## src/rtl/eth_intr_pkg.sv

```systemverilog
// rtl/eth_intr_pkg.sv - shared state/register-select encodings and reset defaults for the interrupt coalescer
package eth_intr_pkg;

   typedef enum logic [1:0] {
      IDLE,
      COALESCE,
      PENDING
   } eth_intr_state_e;

   typedef enum logic [1:0] {
      ENABLE,
      MODE,
      THRESHOLD,
      TIMEOUT
   } eth_intr_cfg_sel_e;

   localparam logic enable_rst_lp    = 1'b0;
   localparam logic mode_rst_lp      = 1'b0;  // level mode
   localparam int   threshold_rst_lp = 1;
   localparam int   timeout_rst_lp   = 0;     // timeout disabled
   localparam int   stat_width_lp    = 32;

endpackage

```

## src/rtl/eth_intr_channel.sv

```systemverilog
// rtl/eth_intr_channel.sv - one interrupt source: config regs, level/edge coalescing FSM, counters
// Optional ETH_INTR_STATS_EN adds a saturating count of pending rising edges.
module eth_intr_channel
   import eth_intr_pkg::*;
#(
   parameter int count_width_p = 8,
   parameter int timer_width_p = 16
) (
   input  logic                     clk_i,
   input  logic                     reset_i,
   input  logic                     src_i,
   input  logic                     cfg_we_i,
   input  logic [1:0]               cfg_sel_i,
   input  logic [timer_width_p-1:0] cfg_data_i,
   input  logic                     clear_i,
   output logic                     pending_o,
   output logic                     pending_nxt_o,
   output logic [stat_width_lp-1:0] stat_count_o
);

   eth_intr_cfg_sel_e          cfg_sel;
   logic                       enable_q, enable_d;
   logic                       mode_q, mode_d;
   logic [count_width_p-1:0]   thresh_q, thresh_d;
   logic [timer_width_p-1:0]   timeout_q, timeout_d;
   eth_intr_state_e            state_q, state_d;
   logic [count_width_p-1:0]   cnt_q, cnt_d;
   logic [timer_width_p-1:0]   timer_q, timer_d;
   logic                       src_r_q;
   logic                       pending_q, pending_d;

   logic                       ev;
   logic                       disable_wr;
   logic                       kill;
   logic                       thr_one;
   logic                       hit_thr;
   logic                       hit_to;
   logic [count_width_p-1:0]   cnt_inc;
   logic [timer_width_p-1:0]   timer_inc;
   logic [count_width_p:0]     cnt_sum;
   logic [timer_width_p:0]     timer_sum;

   assign cfg_sel    = eth_intr_cfg_sel_e'(cfg_sel_i);
   assign ev         = enable_q & mode_q & src_i & ~src_r_q;
   assign disable_wr = cfg_we_i && (cfg_sel == ENABLE) && !cfg_data_i[0];
   // Any write that flips the mode abandons whatever the channel was doing.
   assign kill       = disable_wr || (cfg_we_i && (cfg_sel == MODE) && (cfg_data_i[0] != mode_q));
   assign thr_one    = (thresh_q == count_width_p'(1));
   assign cnt_inc    = (cnt_q == '1) ? cnt_q : cnt_q + count_width_p'(1);
   assign timer_inc  = (timer_q == '1) ? timer_q : timer_q + timer_width_p'(1);
   assign cnt_sum    = {1'b0, cnt_q} + {{count_width_p{1'b0}}, ev};
   assign timer_sum  = {1'b0, timer_q} + (timer_width_p + 1)'(1);
   assign hit_thr    = (cnt_sum >= {1'b0, thresh_q});
   // Widened compare: a saturated timer never aliases back onto a small timeout.
   assign hit_to     = (timeout_q != '0) && (timer_sum == {1'b0, timeout_q});

   always_comb begin
      enable_d  = enable_q;
      mode_d    = mode_q;
      thresh_d  = thresh_q;
      timeout_d = timeout_q;
      if (cfg_we_i) begin
         case (cfg_sel)
            ENABLE:    enable_d  = cfg_data_i[0];
            MODE:      mode_d    = cfg_data_i[0];
            THRESHOLD: thresh_d  = (cfg_data_i[count_width_p-1:0] == '0) ?
                                   count_width_p'(1) : cfg_data_i[count_width_p-1:0];
            TIMEOUT:   timeout_d = cfg_data_i;
            default:   ;
         endcase
      end
   end

   always_comb begin
      state_d = state_q;
      cnt_d   = cnt_q;
      timer_d = timer_q;
      case (state_q)
         IDLE: begin
            if (ev) begin
               cnt_d   = count_width_p'(1);
               timer_d = '0;
               state_d = thr_one ? PENDING : COALESCE;
            end
         end
         COALESCE: begin
            timer_d = timer_inc;
            if (ev) cnt_d = cnt_inc;
            if (hit_thr || hit_to) state_d = PENDING;
         end
         PENDING: begin
            if (clear_i) begin
               cnt_d   = '0;
               timer_d = '0;
               state_d = IDLE;
               // A coincident edge re-arms as a fresh event.
               if (ev) begin
                  cnt_d   = count_width_p'(1);
                  state_d = thr_one ? PENDING : COALESCE;
               end
            end else if (ev) begin
               cnt_d = cnt_inc;
            end
         end
         default: state_d = IDLE;
      endcase
      if (kill) begin
         state_d = IDLE;
         cnt_d   = '0;
         timer_d = '0;
      end
      pending_d = mode_q ? (state_d == PENDING) : (enable_q & src_i);
      if (kill) pending_d = 1'b0;
   end

   always_ff @(posedge clk_i) begin
      if (reset_i) begin
         enable_q  <= enable_rst_lp;
         mode_q    <= mode_rst_lp;
         thresh_q  <= count_width_p'(threshold_rst_lp);
         timeout_q <= timer_width_p'(timeout_rst_lp);
         state_q   <= IDLE;
         cnt_q     <= '0;
         timer_q   <= '0;
         src_r_q   <= 1'b0;
         pending_q <= 1'b0;
      end else begin
         enable_q  <= enable_d;
         mode_q    <= mode_d;
         thresh_q  <= thresh_d;
         timeout_q <= timeout_d;
         state_q   <= state_d;
         cnt_q     <= cnt_d;
         timer_q   <= timer_d;
         src_r_q   <= src_i;
         pending_q <= pending_d;
      end
   end

   assign pending_o     = pending_q;
   assign pending_nxt_o = pending_d;

`ifdef ETH_INTR_STATS_EN
   logic [stat_width_lp-1:0] stat_q, stat_d;

   always_comb begin
      stat_d = stat_q;
      if (pending_d && !pending_q && (stat_q != '1)) stat_d = stat_q + stat_width_lp'(1);
      if (disable_wr) stat_d = '0;
   end

   always_ff @(posedge clk_i) begin
      if (reset_i) stat_q <= '0;
      else         stat_q <= stat_d;
   end

   assign stat_count_o = stat_q;
`else
   assign stat_count_o = '0;
`endif

endmodule

```

## src/rtl/eth_intr_coalescer.sv

```systemverilog
// rtl/eth_intr_coalescer.sv - N-source interrupt coalescer: config/clear decode, per-channel instances, irq OR
// Optional ETH_INTR_STATS_EN enables per-channel stat_count_o counters.
module eth_intr_coalescer
   import eth_intr_pkg::*;
#(
   parameter int num_src_p     = 2,
   parameter int count_width_p = 8,
   parameter int timer_width_p = 16
) (
   input  logic                                               clk_i,
   input  logic                                               reset_i,
   input  logic [num_src_p-1:0]                               src_i,
   input  logic                                               cfg_v_i,
   input  logic [1:0]                                         cfg_sel_i,
   input  logic [((num_src_p > 1) ? $clog2(num_src_p) : 1)-1:0] cfg_chan_i,
   input  logic [timer_width_p-1:0]                           cfg_data_i,
   input  logic                                               clear_v_i,
   input  logic [num_src_p-1:0]                               clear_mask_i,
   output logic [num_src_p-1:0]                               pending_o,
   output logic                                               irq_o,
   output logic [num_src_p*stat_width_lp-1:0]                 stat_count_o
);

   localparam int chan_w_lp = (num_src_p > 1) ? $clog2(num_src_p) : 1;

   logic [num_src_p-1:0] pending_nxt;
   logic                 irq_q;

   for (genvar c = 0; c < num_src_p; c++) begin : g_chan
      // Out-of-range channel numbers match no instance and are dropped here.
      logic cfg_we;
      assign cfg_we = cfg_v_i && (cfg_chan_i == chan_w_lp'(c));

      eth_intr_channel #(
         .count_width_p (count_width_p),
         .timer_width_p (timer_width_p)
      ) u_chan (
         .clk_i         (clk_i),
         .reset_i       (reset_i),
         .src_i         (src_i[c]),
         .cfg_we_i      (cfg_we),
         .cfg_sel_i     (cfg_sel_i),
         .cfg_data_i    (cfg_data_i),
         .clear_i       (clear_v_i & clear_mask_i[c]),
         .pending_o     (pending_o[c]),
         .pending_nxt_o (pending_nxt[c]),
         .stat_count_o  (stat_count_o[c*stat_width_lp +: stat_width_lp])
      );
   end

   // irq is its own flop fed from next-state pending so it moves on the same edge.
   always_ff @(posedge clk_i) begin
      if (reset_i) irq_q <= 1'b0;
      else         irq_q <= |pending_nxt;
   end

   assign irq_o = irq_q;

endmodule

```

## config.mk

```make
export PLATFORM = sky130hd
export DESIGN_NAME = eth_intr_coalescer
export DESIGN_NICKNAME = d
export VERILOG_FILES = /design/src/rtl/eth_intr_pkg.sv /design/src/rtl/eth_intr_channel.sv /design/src/rtl/eth_intr_coalescer.sv
export SDC_FILE = /design/constraint.sdc
export NUM_CORES = 1
export LEC_CHECK = 0
export BUFFER_PORTS_ARGS = -buffer_cell sky130_fd_sc_hd__buf_2
export CAP_MARGIN = 20
export CORE_MARGIN = 2
export CORE_UTILIZATION = 35
export DETAILED_ROUTE_END_ITERATION = 16
export PLACE_DENSITY = 0.58
export SYNTH_ARGS = -nofsm -noshare
export SYNTH_HDL_FRONTEND = slang
export SYNTH_SLANG_ARGS = --single-unit
```

## constraint.sdc

```tcl
create_clock -name clk_i -period 4 [get_ports clk_i]
set_clock_uncertainty 0.05 [all_clocks]
set_input_delay 0.4 -clock clk_i [delete_from_list [all_inputs] [get_ports clk_i]]
set_output_delay 0.4 -clock clk_i [all_outputs]
set_load 0.05 [all_outputs]
```

---- After elaboration in Yosys (flattened, before gate mapping) ----
Cells that the tools add are included.
operators by class
  add/sub/neg operators ................... 8
  $lt $le $gt $ge ......................... 2
  equality and inequality tests ........... 25
  mux-type cells .......................... 39
  bitwise operators ....................... 13
  reduce and logical (&&, ||, !) cells .... 40
operators by type and width
  kind                                                  count
  two-way mux 16 bit                                    6
  one-hot mux 16 bit (3 select lines)                   2
  two-way mux 8 bit                                     9
  one-hot mux 8 bit (3 select lines)                    2
  adder 16 x 1 -> 17 bit (second input constant)        2
  equality test 17 x 16 -> 1 bit                        2
  adder 16 x 1 -> 16 bit (second input constant)        2
  equality test 16 bit (second input constant)          2
  nonzero test 16 bit                                   2
  two-way mux 2 bit                                     12
  AND reduction 2 bit                                   10
  adder 8 x 1 -> 9 bit                                  2
  >= comparator 9 x 8 -> 1 bit                          2
  adder 8 x 1 -> 8 bit (second input constant)          2
  equality test 8 x 1 -> 1 bit (second input constant)  2
  equality test 8 bit (second input constant)           2
  equality test 2 bit (second input constant)           6
  logical AND 1 bit                                     12
  one-hot mux 2 bit (3 select lines)                    2
  AND 1 bit                                             10
  logical NOT 8 bit                                     1
  != test 2 x 1 -> 1 bit (second input constant)        4
  AND reduction 4 bit                                   2
  equality test 2 x 1 -> 1 bit (second input constant)  3
  other kinds (9)                                       26
word-level totals
  register bits after elaboration ......... 109
  word-level logic and storage cells ...... 146

---- Longest topological paths before layout ----
Gate-level depths: netlist (run 1).
  depth after elaboration ................. 13
  gate-level depth with buffers ........... 16

---- Hierarchy ----
A second synthesis (run 1) with hierarchy kept.
unflattened totals
  cells, all modules ...................... 1010
  area, all modules ....................... 7531.0 um^2
modules (own cells, without submodules)
  module                                instances  cells an instance  area each (um^2)
  eth_intr_channel at g_chan[1].u_chan  1          491                3746.1
  eth_intr_channel at g_chan[0].u_chan  1          513                3729.8
  eth_intr_coalescer                    1          6                  55.1

---- Worst setup path after synthesis (run 1) ----
No wires, ideal clock.
  path type ............................... in2reg
  start point ............................. input port src_i[0]
  end point ............................... register irq_q (netlist: irq_o)
  library setup time ...................... 0.128 ns
  arrival ................................. 3.044 ns
  required time ........................... 3.822 ns
  path slack .............................. 0.779 ns
  stages on the path ...................... 16
  buffers on the path ..................... 0
  cells stage by stage .................... nand4b_1 -> inv_1 -> ha_1 -> ha_1 -> nand3_1 -> xnor2_1 -> ha_1 -> a21o_1 -> a21oi_1 -> o21ai_0 -> a21oi_1 -> o21ai_0 -> a311o_1 -> a21oi_2 -> nand4b_4 -> nand4_2
between the ends
  cells in the longest elaborated chain, start to end .. 12
  elaborated cells on any way between the ends .. 16
RTL lines
  item                                RTL line                  text
  from (decl)                         eth_intr_coalescer.sv:12  input logic [num_src_p-1:0] src_i,
  AND 1 bit (2 in series)             eth_intr_channel.sv:44    assign ev = enable_q & mode_q & src_i & ~src_r_q;
  adder 8 x 1 -> 9 bit                eth_intr_channel.sv:51    assign cnt_sum = {1'b0, cnt_q} + {{count_width_p{1'b0}}, ev};
  >= comparator 9 x 8 -> 1 bit        eth_intr_channel.sv:53    assign hit_thr = (cnt_sum >= {1'b0, thresh_q});
  logical OR 1 bit                    eth_intr_channel.sv:89    if (hit_thr || hit_to) state_d = PENDING;
  two-way mux 2 bit                   eth_intr_channel.sv:89
  one-hot mux 2 bit (3 select lines)  eth_intr_channel.sv:78    case (state_q)
  two-way mux 2 bit                   eth_intr_channel.sv:107   if (kill) begin
  equality test 2 bit                 eth_intr_channel.sv:112   pending_d = mode_q ? (state_d == PENDING) : (enable_q & src_i);
  two-way mux 1 bit *                 eth_intr_channel.sv:112
  two-way mux 1 bit *                 eth_intr_channel.sv:113   if (kill) pending_d = 1'b0;
  OR reduction 2 bit *                eth_intr_coalescer.sv:54  else irq_q <= |pending_nxt;
  to (signal assigned)                eth_intr_coalescer.sv:54
  to (decl)                           eth_intr_coalescer.sv:27  logic irq_q;
Every way passes the cells marked *; elsewhere a longest branch is shown, timed or not.
A chain may end at the register's enable or synchronous reset.

---- Final worst setup path (run 1) ----
  start point ............................. register g_chan[1].u_chan.mode_q
  end point ............................... register irq_q (netlist: irq_o)
between the ends
  cells in the longest elaborated chain, start to end .. 13
  elaborated cells on any way between the ends .. 19
RTL lines
  item                                RTL line                  text
  from (decl)                         eth_intr_channel.sv:23    logic mode_q, mode_d;
  from (signal assigned)              eth_intr_channel.sv:119   mode_q <= mode_rst_lp;
  from (signal assigned)              eth_intr_channel.sv:129   mode_q <= mode_d;
  AND 1 bit (3 in series)             eth_intr_channel.sv:44
  adder 8 x 1 -> 9 bit                eth_intr_channel.sv:51
  >= comparator 9 x 8 -> 1 bit        eth_intr_channel.sv:53
  logical OR 1 bit                    eth_intr_channel.sv:89
  two-way mux 2 bit                   eth_intr_channel.sv:89
  one-hot mux 2 bit (3 select lines)  eth_intr_channel.sv:78
  two-way mux 2 bit                   eth_intr_channel.sv:107
  equality test 2 bit                 eth_intr_channel.sv:112
  two-way mux 1 bit                   eth_intr_channel.sv:112
  two-way mux 1 bit *                 eth_intr_channel.sv:113
  OR reduction 2 bit *                eth_intr_coalescer.sv:54
Marked as above.

==> summary.md, run 1 <==
| Metric | Value |
|---|---|
| Final nets | `1041` |
| Total CTS buffers | `9` |
| Vias per cell | `5.19` |
| Clock root cell | `clkbuf_16` |
| Die Y | `150 µm` |
| Area after DPL | `7460 µm²` |
| Biggest area consumer among synthesized cells | `dfxtp_1` |
| Most frequent cell after synthesis | `nand2_1` |
| Max VDD drop | `0.000195 V` |
| Crit path cell chain | `nand4b_1, inv_1, ha_1, and3_1, nand3_1, xnor2_1, ha_1, a211o_1, a211oi_1, o31a_1, o311ai_1, a21oi_1, nand4b_1, nand4_2` |
| Initial antenna violation count | `2` |
| IO Port Bufs | `29` |
| Critical R2R Capture | `irq_o` |
| Largest net degree at the start of global routing | `55` |
| Reg2reg start | `g_chan[1].u_chan.mode_q` |
| Final Cycle Share | `85.7%` |
| Worst setup path end | `irq_o` |
| Crit path max-delay family | `compound AO/OA/AOI/OAI gates` |
| Dominant synthesized flop cell | `dfxtp_1` |
| Worst path bufs/invs | `1` |
| Largest family of logic cells by synthesized area | `simple AND/OR/NAND/NOR gates` |
| Area of the mapped netlist | `7420 µm²` |
| DP Worst Slack | `535 ps` |
| Outcome | `finished, final reports clean` |
| R2R depth | `14` |
| Worst-Margin Slew | `1030 ps` |
| CP max FO | `6` |
| CP Class | `flip-flop to flip-flop` |
| Reg2Reg Setup Slack | `570 ps` |
| RSZ-0062 raised after global routing | `no` |
| Core Footprint | `20900 µm²` |
| DR iter-0 viols | `290` |
| Setup crit end kind | `flip-flop` |
| Startpoint class of the critical path | `flip-flop` |
| Leakage | `2.83 nW` |
| Clock sinks | `109` |
| Area occupied by registers | `2180 µm²` |
| Post-Synth XOR/XNOR Area | `6.73%` |
| Synth Instances | `984` |
| Gr ovfl total | `0` |
| Syn-to-layout area delta | `4.50%` |
| Post-synth EDFFs | `0` |
| Area share of the largest cell type after synthesis | `29.4%` |
| Overall global routing resource usage | `17.1%` |
| Multi-input logic area | `4620 µm²` |
| Die Wd | `150 µm` |
| WP data required | `4180 ps` |
| Setup TNS | `0 ps` |
| Levels on crit path | `14` |
| Slowest cell on the critical path | `dfxtp_1` |
| Hold Buf Count CTS | `0` |
| Post-synthesis compound-gate area fraction | `16.7%` |
| Yosys warning count | `0` |
| DRC viols | `0` |
| Fraction of layout cells with a size suffix above 1 | `8.71%` |
| Fin. max-slew vios | `0` |
| Core Rows | `53` |
| Vias in the first global route | `5997` |
| Clk Latency, worst-skew pair | `360 ps` |
| Top Ports | `94` |
| Sequential area share after synthesis | `29.4%` |
| Hold Path Origin | `src_i[0]` |
| First-pass GRT wire length | `30800 µm` |
| Gpl congestion | `0.844` |
| Top cells by area, synth | `dfxtp_1, nand2_1, a21oi_1` |
| Final worst-path setup slack | `570 ps` |
| Max Cap Viol | `0` |
| Worst Path Arrival | `3610 ps` |
| Critical Path Source | `g_chan[1].u_chan.mode_q` |
| Clock buffer depth | `2` |
| DP HPWL | `14000 µm` |
| CTS resizes | `0` |
| Min cycle time layout | `3430 ps` |
| Max Clock Freq | `292 MHz` |
| Count of different cell masters after synthesis | `76` |
| Setup violators final | `0` |
| Max_slew headroom | `31.1%` |
| ANT nets after route | `0` |
| Fin area | `7760 µm²` |
| Drt wl/cell | `14.8 µm` |
| PD cells | `294 nW/µm²` |
| Most frequent cells after synthesis | `nand2_1, dfxtp_1, a21oi_1` |
| Synth Area in Adders | `5.39%` |
| Drt pass-1 iters | `5` |
| Fill cell total of the finished layout | `2192` |
| Syn_area_per_cell | `7.54 µm²` |
| Register bit total from synthesis | `109` |
| Clock-pin slew on the worst setup and hold paths | `70 ps` |
| Mux share of post-synthesis cell area | `0.674%` |
| Post-CTS setup buffer count | `0` |
| Die area | `22400 µm²` |
| Total wire length | `18700 µm` |
| CTS tree | `built` |
| Vias | `6549` |
| H-tree levels | `3` |
| Final Hold Viols | `0` |
| Synth Area in Simple Gates | `29.5%` |
| HP Class | `input pin to flip-flop` |
| Async set-or-reset flop fraction in the synthesized netlist | `0%` |
| Max stage delay on crit path | `390 ps` |
| Initial Util | `35.5%` |
[flip-flops by register name, indices dropped and copies added, names as in the netlist]
name	count
g_chan.u_chan.timeout_q	32
g_chan.u_chan.state_q	4
g_chan.u_chan.thresh_q	16
g_chan.u_chan.timer_q	32
g_chan.u_chan.enable_q	2
g_chan.u_chan.mode_q	2
g_chan.u_chan.cnt_q	16
irq_o	1
g_chan.u_chan.src_r_q	2
g_chan.u_chan.pending_o	2
[stage by stage]
step	hold slack [ps]	std cells	utilization (%)	total power [W]
5_1_grt	258	1262	37.1	0.00237
2_1_floorplan	399	1047	-	0.00140
3_5_place_dp	415	1246	35.7	0.00140
4_1_cts	237	1262	37.1	0.00231
6_report	255	1263	37.1	0.00228
3_3_place_gp	414	1246	35.7	0.00140
[placed cells by master (no fill, tap or decap), drive strengths merged, types with 21 or more instances in the layout]
master / count
nor3: 36
xnor2: 37
conb: 64
a21oi: 109
o21ai: 37
buf: 36
inv: 31
ha: 32
dfxtp: 109
nor2: 74
nand2: 173
nand3: 34
nand4: 21
[worst register-to-register path, delay by kind of cell, from the launching register on]
| kind | cells | cell delay [ps] |
|---|---|---|
| adder cells (fa/ha/maj) | 2 | 510 |
| XOR/XNOR | 1 | 160 |
| AND/OR/NAND/NOR | 5 | 910 |
| flip-flops | 1 | 390 |
| AO/OA/AOI/OAI | 5 | 1050 |
| buffers and inverters | 1 | 250 |
[routing by layer]
layer	part of all wire [%]	GRT usage, %	up-vias
met4	3.6	7.52	2
met1	47	22.2	3067
met2	46	28.1	139
li1	-	-	3300
met5	0.064	0	-
met3	3.4	2.62	41
[cells by family (layout without fill, tap and decap cells)]
| kind of cell | after synthesis | in the layout |
|---|---|---|
| muxes | 5 | 5 |
| adders and majority gates | 32 | 32 |
| DFF | 109 | 109 |
| AOI/OAI and AO/OA | 207 | 207 |
| buffers and inverters | 143 | 83 |
| xor gates and xnor gates | 57 | 57 |
| and+or+nand+nor | 430 | 430 |
| other | 1 | 65 |
[worst min-delay path by stage]
stage / to / slack [ps] / depth (start not counted)
2_1_floorplan: g_chan[0].u_chan.thresh_q[6] / 400 / 2
3_3_place_gp: g_chan[0].u_chan.thresh_q[1] / 410 / 2
3_5_place_dp: g_chan[1].u_chan.thresh_q[4] / 410 / 2
4_1_cts: g_chan[1].u_chan.src_r_q / 240 / 2
5_1_grt: g_chan[1].u_chan.src_r_q / 260 / 2
6_report: g_chan[0].u_chan.src_r_q / 250 / 2
[area by class of cell]
| class | count | share of cell area, % |
|---|---|---|
| inverter | 31 | 1.50 |
| clock buffer | 14 | 3.66 |
| tap | 275 | 4.44 |
| multi-input combinational | 795 | 59.5 |
| sequential | 109 | 28.1 |
| timing repair buffer | 36 | 2.55 |
| antenna | 1 | 0.0323 |
| clock inverter | 2 | 0.194 |
[where the power goes]
part / leakage (nW) / internal (W) / switching [W]
Sequential: 0.880 / 0.00110 / 0.0000127
Combinational: 1.80 / 0.0000491 / 0.000220
Clock: 0.141 / 0.000492 / 0.000413
Total: 2.83 / 0.00164 / 0.000646
Note: power is estimated with default switching activity, not from simulation.
==> run 2, diff against run 1 <==
CORE_UTILIZATION = 55   (was 35)
MAX_ROUTING_LAYER = met4   (was not set)
PLACE_DENSITY = 0.81   (was 0.58)
==> summary.md, run 2 (same netlist as run 1, synthesis figures left out) <==
| Metric | Value |
|---|---|
| Leakage | `2.80 nW` |
| Gpl congestion | `0.905` |
| Setup violators final | `0` |
| DR top layer | `met4` |
| PD cells | `287 nW/µm²` |
| Vias | `6700` |
| Total CTS buffers | `9` |
| Met1 wire length | `7650 µm` |
| H-tree levels | `3` |
| Max stage delay on crit path | `410 ps` |
| Crit path cell chain | `nand4b_1, inv_1, ha_1, ha_1, nand3_1, xnor2_1, ha_1, a21o_1, a21oi_1, o21ai_0, a21oi_1, o21ai_0, a311o_1, a21oi_2, nand4b_4, nand4_2` |
| Final nets | `1040` |
| R2R depth | `16` |
| Clock sinks | `109` |
| Gr ovfl total | `0` |
| Outcome | `finished, final reports clean` |
| Reg2Reg Setup Slack | `650 ps` |
| Hold Buf Count CTS | `0` |
| DP HPWL | `12700 µm` |
| Initial antenna violation count | `0` |
| Total wire length | `17200 µm` |
| HP Class | `input pin to flip-flop` |
| Die Wd | `120 µm` |
| Routed length on met2 | `7900 µm` |
| Hold Path Origin | `src_i[1]` |
| IO Port Bufs | `29` |
| WHS Endpoint | `g_chan[1].u_chan.src_r_q` |
| Syn-to-layout area delta | `2.02%` |
| Min cycle time layout | `3350 ps` |
| WL met3 | `1200 µm` |
| CTS tree | `built` |
| Max Clock Freq | `298 MHz` |
| Drt pass-1 iters | `7` |
| Initial Util | `56.3%` |
| Fill cell total of the finished layout | `1230` |
| Max Cap Viol | `0` |
| Vias in the first global route | `5876` |
| Startpoint class of the critical path | `flip-flop` |
| Most frequent cells in the layout | `nand2_1, dfxtp_1, a21oi_1` |
| CP max FO | `5` |
| RSZ-0062 raised after global routing | `no` |
| Core Rows | `42` |
| Hold path depth | `2` |
| CTS resizes | `0` |
| Clock root cell | `clkbuf_16` |
| Largest net degree at the start of global routing | `35` |
| Most common cell after layout, fill and taps aside | `nand2_1` |
| Placed cells | `1146` |
| Core Footprint | `13200 µm²` |
| Worst Path Arrival | `3520 ps` |
| Max_slew headroom | `30.4%` |
| Reg2reg start | `g_chan[0].u_chan.mode_q` |
| ANT nets after route | `0` |
| Critical R2R Capture | `irq_o` |
| Tot Pwr | `0.00217 W` |
| Die area | `14400 µm²` |
| Slowest cell on the critical path | `dfxtp_1` |
| Fin. max-slew vios | `0` |
| CP dominant cell by count | `ha_1` |
| Fraction of layout cells with a size suffix above 1 | `8.23%` |
| Max VDD drop | `0.000211 V` |
| First-pass GRT wire length | `28400 µm` |
| ANT cells | `0` |
| Overall global routing resource usage | `24.5%` |
| Clock-pin slew on the worst setup and hold paths | `70 ps` |
| WP data required | `4170 ps` |
| Final Cycle Share | `83.9%` |
| Final Hold Viols | `0` |
| Vias per cell | `5.78` |
| Top Ports | `94` |
| DRC viols | `0` |
| CP Class | `flip-flop to flip-flop` |
| Setup crit end kind | `flip-flop` |
| Clock buffer depth | `2` |
| Fin area | `7570 µm²` |
| Largest regs | `g_chan.u_chan.timeout_q x32, g_chan.u_chan.timer_q x32` |
| Final Instance Count excl. Fillers | `1160` |
| Setup TNS | `0 ps` |
| Clk Latency, worst-skew pair | `350 ps` |
| Hold Slack | `270 ps` |
| Post-CTS setup buffer count | `0` |
| Worst-Margin Slew | `1040 ps` |
| DR iter-0 viols | `484` |
| Die Y | `120 µm` |
| Drt wl/cell | `14.8 µm` |
| Area after DPL | `7320 µm²` |
[run 2: worst max path at each step]
| stage | startpoint | to | slack [ps] | cells past startpoint |
|---|---|---|---|---|
| 6_report | g_chan[0].u_chan.mode_q | irq_o | 650 | 16 |
| 5_1_grt | g_chan[1].u_chan.mode_q | irq_o | 340 | 15 |
| 4_1_cts | g_chan[1].u_chan.mode_q | irq_o | 700 | 15 |
| 3_5_place_dp | src_i[0] | irq_o | 620 | 17 |
| 3_3_place_gp | src_i[0] | irq_o | 720 | 17 |
| 2_1_floorplan | src_i[0] | irq_o | 780 | 16 |
[run 2: worst max-delay path: cells and delay by family, from the launching register on]
kind	cells	cell delay (ps)
DFF	1	410
and+or+nand+nor	4	500
AOI/OAI and AO/OA	7	1200
xor gates and xnor gates	1	170
adders and majority gates	3	730
buffers and inverters	1	170
[run 2: final cells by class]
| type | count | area [µm²] | area share [%] |
|---|---|---|---|
| multi-input combinational | 795 | 4620 | 60.9 |
| sequential | 109 | 2180 | 28.8 |
| clock buffer | 12 | 236 | 3.12 |
| tap | 176 | 220 | 2.91 |
| timing repair buffer | 35 | 190 | 2.51 |
| inverter | 31 | 116 | 1.54 |
| clock inverter | 2 | 12.5 | 0.165 |
[run 2: layer usage]
metal,vias up,global-route usage [%]
li1,3290,-
met1,3104,33.8
met2,266,37.3
met3,40,3.11
met4,0,8.24
met5,-,-
[run 2: power by group]
part           switching (W)  leakage (nW)  total, W  internal, W
registers          0.0000128         0.880   0.00111      0.00110
logic               0.000217          1.80  0.000266    0.0000491
clock network       0.000382         0.119  0.000798     0.000416
[run 2: through the flow]
step	setup slack (ps)	util, %
floorplan	779	-
global placement	717	55.5
detailed placement	623	55.5
CTS	698	57.4
global route	342	57.4
finish	646	57.4
==> run 3, diff against run 2 <==
ABC_AREA = 1   (was not set)
clock period = 3.5 ns   (was 4 ns; I/O delays follow)
==> summary.md, run 3 <==
| Metric | Value |
|---|---|
| Outcome | `finished, final reports clean` |
| Setup violators final | `0` |
| Fin area | `7840 µm²` |
| Gr ovfl total | `0` |
| Met1 wire length | `7890 µm` |
| Core Footprint | `13200 µm²` |
| Drt wl/cell | `12.6 µm` |
| Initial Util | `56.4%` |
| DR iter-0 viols | `505` |
| Clock root cell | `clkbuf_16` |
| Gpl congestion | `0.909` |
| Setup crit end kind | `flip-flop` |
| Most common cell after layout, fill and taps aside | `nand2_1` |
| Synth Instances | `1108` |
| Largest regs | `g_chan.u_chan.timeout_q x32, g_chan.u_chan.timer_q x32` |
| Max stage delay on crit path | `380 ps` |
| Vias in the first global route | `6166` |
| Fraction of layout cells with a size suffix above 1 | `7.25%` |
| Synth Area in Adders | `5.36%` |
| Top cells by area, synth | `dfxtp_1, nand2_1, inv_1` |
| Most frequent cells in the layout | `nand2_1, inv_1, nor2_1` |
| Total CTS buffers | `9` |
| Fill cell total of the finished layout | `1245` |
| Largest net degree at the start of global routing | `50` |
| Post-CTS setup buffer count | `0` |
| Hold Buf Count CTS | `0` |
| Reg2Reg Setup Slack | `320 ps` |
| CP Class | `flip-flop to flip-flop` |
| Crit path max-delay family | `simple AND/OR/NAND/NOR gates` |
| Dominant synthesized flop cell | `dfxtp_1` |
| Area share of the largest cell type after synthesis | `29.2%` |
| Drt pass-1 iters | `5` |
| Async set-or-reset flop fraction in the synthesized netlist | `0%` |
| Most frequent cells after synthesis | `nand2_1, inv_1, nor2_1` |
| Crit path cell chain | `inv_1, nor3_4, ha_1, ha_1, inv_1, nor2_1, nand3_1, xor2_1, ha_1, a21oi_1, o21ai_0, nor2_1, nand2_1, nor2_1, nand3_1, nand2_1, nand2_1, nand2_1, nand2_1, nand2_1, nand2_1` |
| ANT cells | `0` |
| H-tree levels | `3` |
| Most frequent cell after synthesis | `nand2_1` |
| Synth Area in Simple Gates | `27.3%` |
| CTS tree | `built` |
| Setup TNS | `0 ps` |
| Final Instance Count excl. Fillers | `1307` |
| Count of different cell masters after synthesis | `48` |
| Multi-input logic area | `4340 µm²` |
| Top Ports | `94` |
| Post-Synth XOR/XNOR Area | `3.60%` |
| Worst-Margin Slew | `894 ps` |
| IO Port Bufs | `29` |
| Startpoint class of the critical path | `flip-flop` |
| Final Cycle Share | `90.8%` |
| Max_slew headroom | `40.0%` |
| Sequential area share after synthesis | `29.2%` |
| WP data required | `3700 ps` |
| Overall global routing resource usage | `23.7%` |
| Vias per cell | `5.30` |
| Routed length on met2 | `7430 µm` |
| Clock-pin slew on the worst setup and hold paths | `70 ps` |
| CP max FO | `5` |
| Final nets | `1185` |
| Yosys warning count | `0` |
| Clock buffer depth | `2` |
| Placed cells | `1290` |
| PD cells | `344 nW/µm²` |
| Post-synthesis compound-gate area fraction | `18.7%` |
| Area after DPL | `7500 µm²` |
| Max Cap Viol | `0` |
| Syn_area_per_cell | `6.74 µm²` |
| Die Wd | `121 µm` |
| Clk Latency, worst-skew pair | `350 ps` |
| Hold Slack | `159 ps` |
| Worst Path Arrival | `3380 ps` |
| Vias | `6933` |
| Core Rows | `42` |
| CP dominant cell by count | `nand2_1` |
| WL met3 | `961 µm` |
| Area occupied by registers | `2180 µm²` |
| Clock sinks | `109` |
| HP Class | `input pin to flip-flop` |
| Slowest cell on the critical path | `dfxtp_1` |
| Max Clock Freq | `315 MHz` |
| Post-synth EDFFs | `0` |
| Min cycle time layout | `3180 ps` |
| Final Hold Viols | `0` |
| Syn-to-layout area delta | `4.96%` |
| DR top layer | `met4` |
| Mux share of post-synthesis cell area | `0%` |
| Fin. max-slew vios | `0` |
| Die area | `14500 µm²` |
| Total wire length | `16400 µm` |
| Largest family of logic cells by synthesized area | `simple AND/OR/NAND/NOR gates` |
| Register bit total from synthesis | `109` |
| Worst path bufs/invs | `2` |
| ANT nets after route | `0` |
| Initial antenna violation count | `0` |
| CTS resizes | `0` |
| DP HPWL | `12200 µm` |
| Area of the mapped netlist | `7470 µm²` |
| Biggest area consumer among synthesized cells | `dfxtp_1` |
| Max VDD drop | `0.000251 V` |
| Leakage | `3.39 nW` |
| First-pass GRT wire length | `27800 µm` |
| Die Y | `121 µm` |
| DRC viols | `0` |
| RSZ-0062 raised after global routing | `no` |
run 3: cell count changes after synthesis, sizes merged, moves of 33 or more:
cell,before,now
nand3,34,71
xnor2,37,4
nand2,173,221
o21ai,37,75
inv,31,145
nor2,74,118
run 3: final timing paths:
| kind | cells past startpoint | to | startpoint |
|---|---|---|---|
| max reg2reg | 21 | irq_o | g_chan[0].u_chan.mode_q |
| max | 21 | irq_o | g_chan[0].u_chan.mode_q |
| min reg2reg | 2 | g_chan[0].u_chan.cnt_q[6] | g_chan[0].u_chan.cnt_q[6] |
| min | 3 | g_chan[1].u_chan.src_r_q | src_i[1] |
run 3: power breakdown:
group,switching [W],leakage (nW),total (W),internal [W]
Clock,0.000485,0.142,0.00107,0.000580
Sequential,0.0000179,0.882,0.00128,0.00126
Combinational,0.000279,2.37,0.000352,0.0000728
Total,0.000783,3.39,0.00270,0.00192
run 3: cell type report:
class	instances	area share, %
clock inverters	6	0.894
repair buffers	38	2.97
multi-input cells	822	55.4
flip-flops and latches	109	27.8
inverters	146	7.02
well taps	176	2.81
clock buffers	10	3.05
run 3: layer usage:
| layer | global-route usage [%] | up-vias |
|---|---|---|
| li1 | - | 3595 |
| met1 | 32.4 | 3104 |
| met2 | 37.2 | 217 |
| met3 | 4.29 | 17 |
| met4 | 4.87 | 0 |
| met5 | - | - |
run 3: metrics by stage:
stage | power, W | setup slack (ps) | util [%]
4_1_cts | 0.00271 | 335 | 59.0
3_3_place_gp | 0.00165 | 442 | 56.7
2_1_floorplan | 0.00165 | 587 | -
5_1_grt | 0.00281 | 53.4 | 59.2
6_report | 0.00270 | 321 | 59.2
3_5_place_dp | 0.00165 | 333 | 56.7
run 3: kinds of logic (layout without fill, tap and decap cells):
family | after synthesis | count (layout)
buffers and inverters | 240 | 200
adders and majority gates | 32 | 32
AOI/OAI and AO/OA | 230 | 230
other | 1 | 64
and+or+nand+nor | 470 | 470
DFF | 109 | 109
xor gates and xnor gates | 26 | 26
run 3: tightest hold or removal path: cells and delay by family:
kind	cells	cell delay, ps
buffers and inverters	2	140
AND/OR/NAND/NOR	1	30
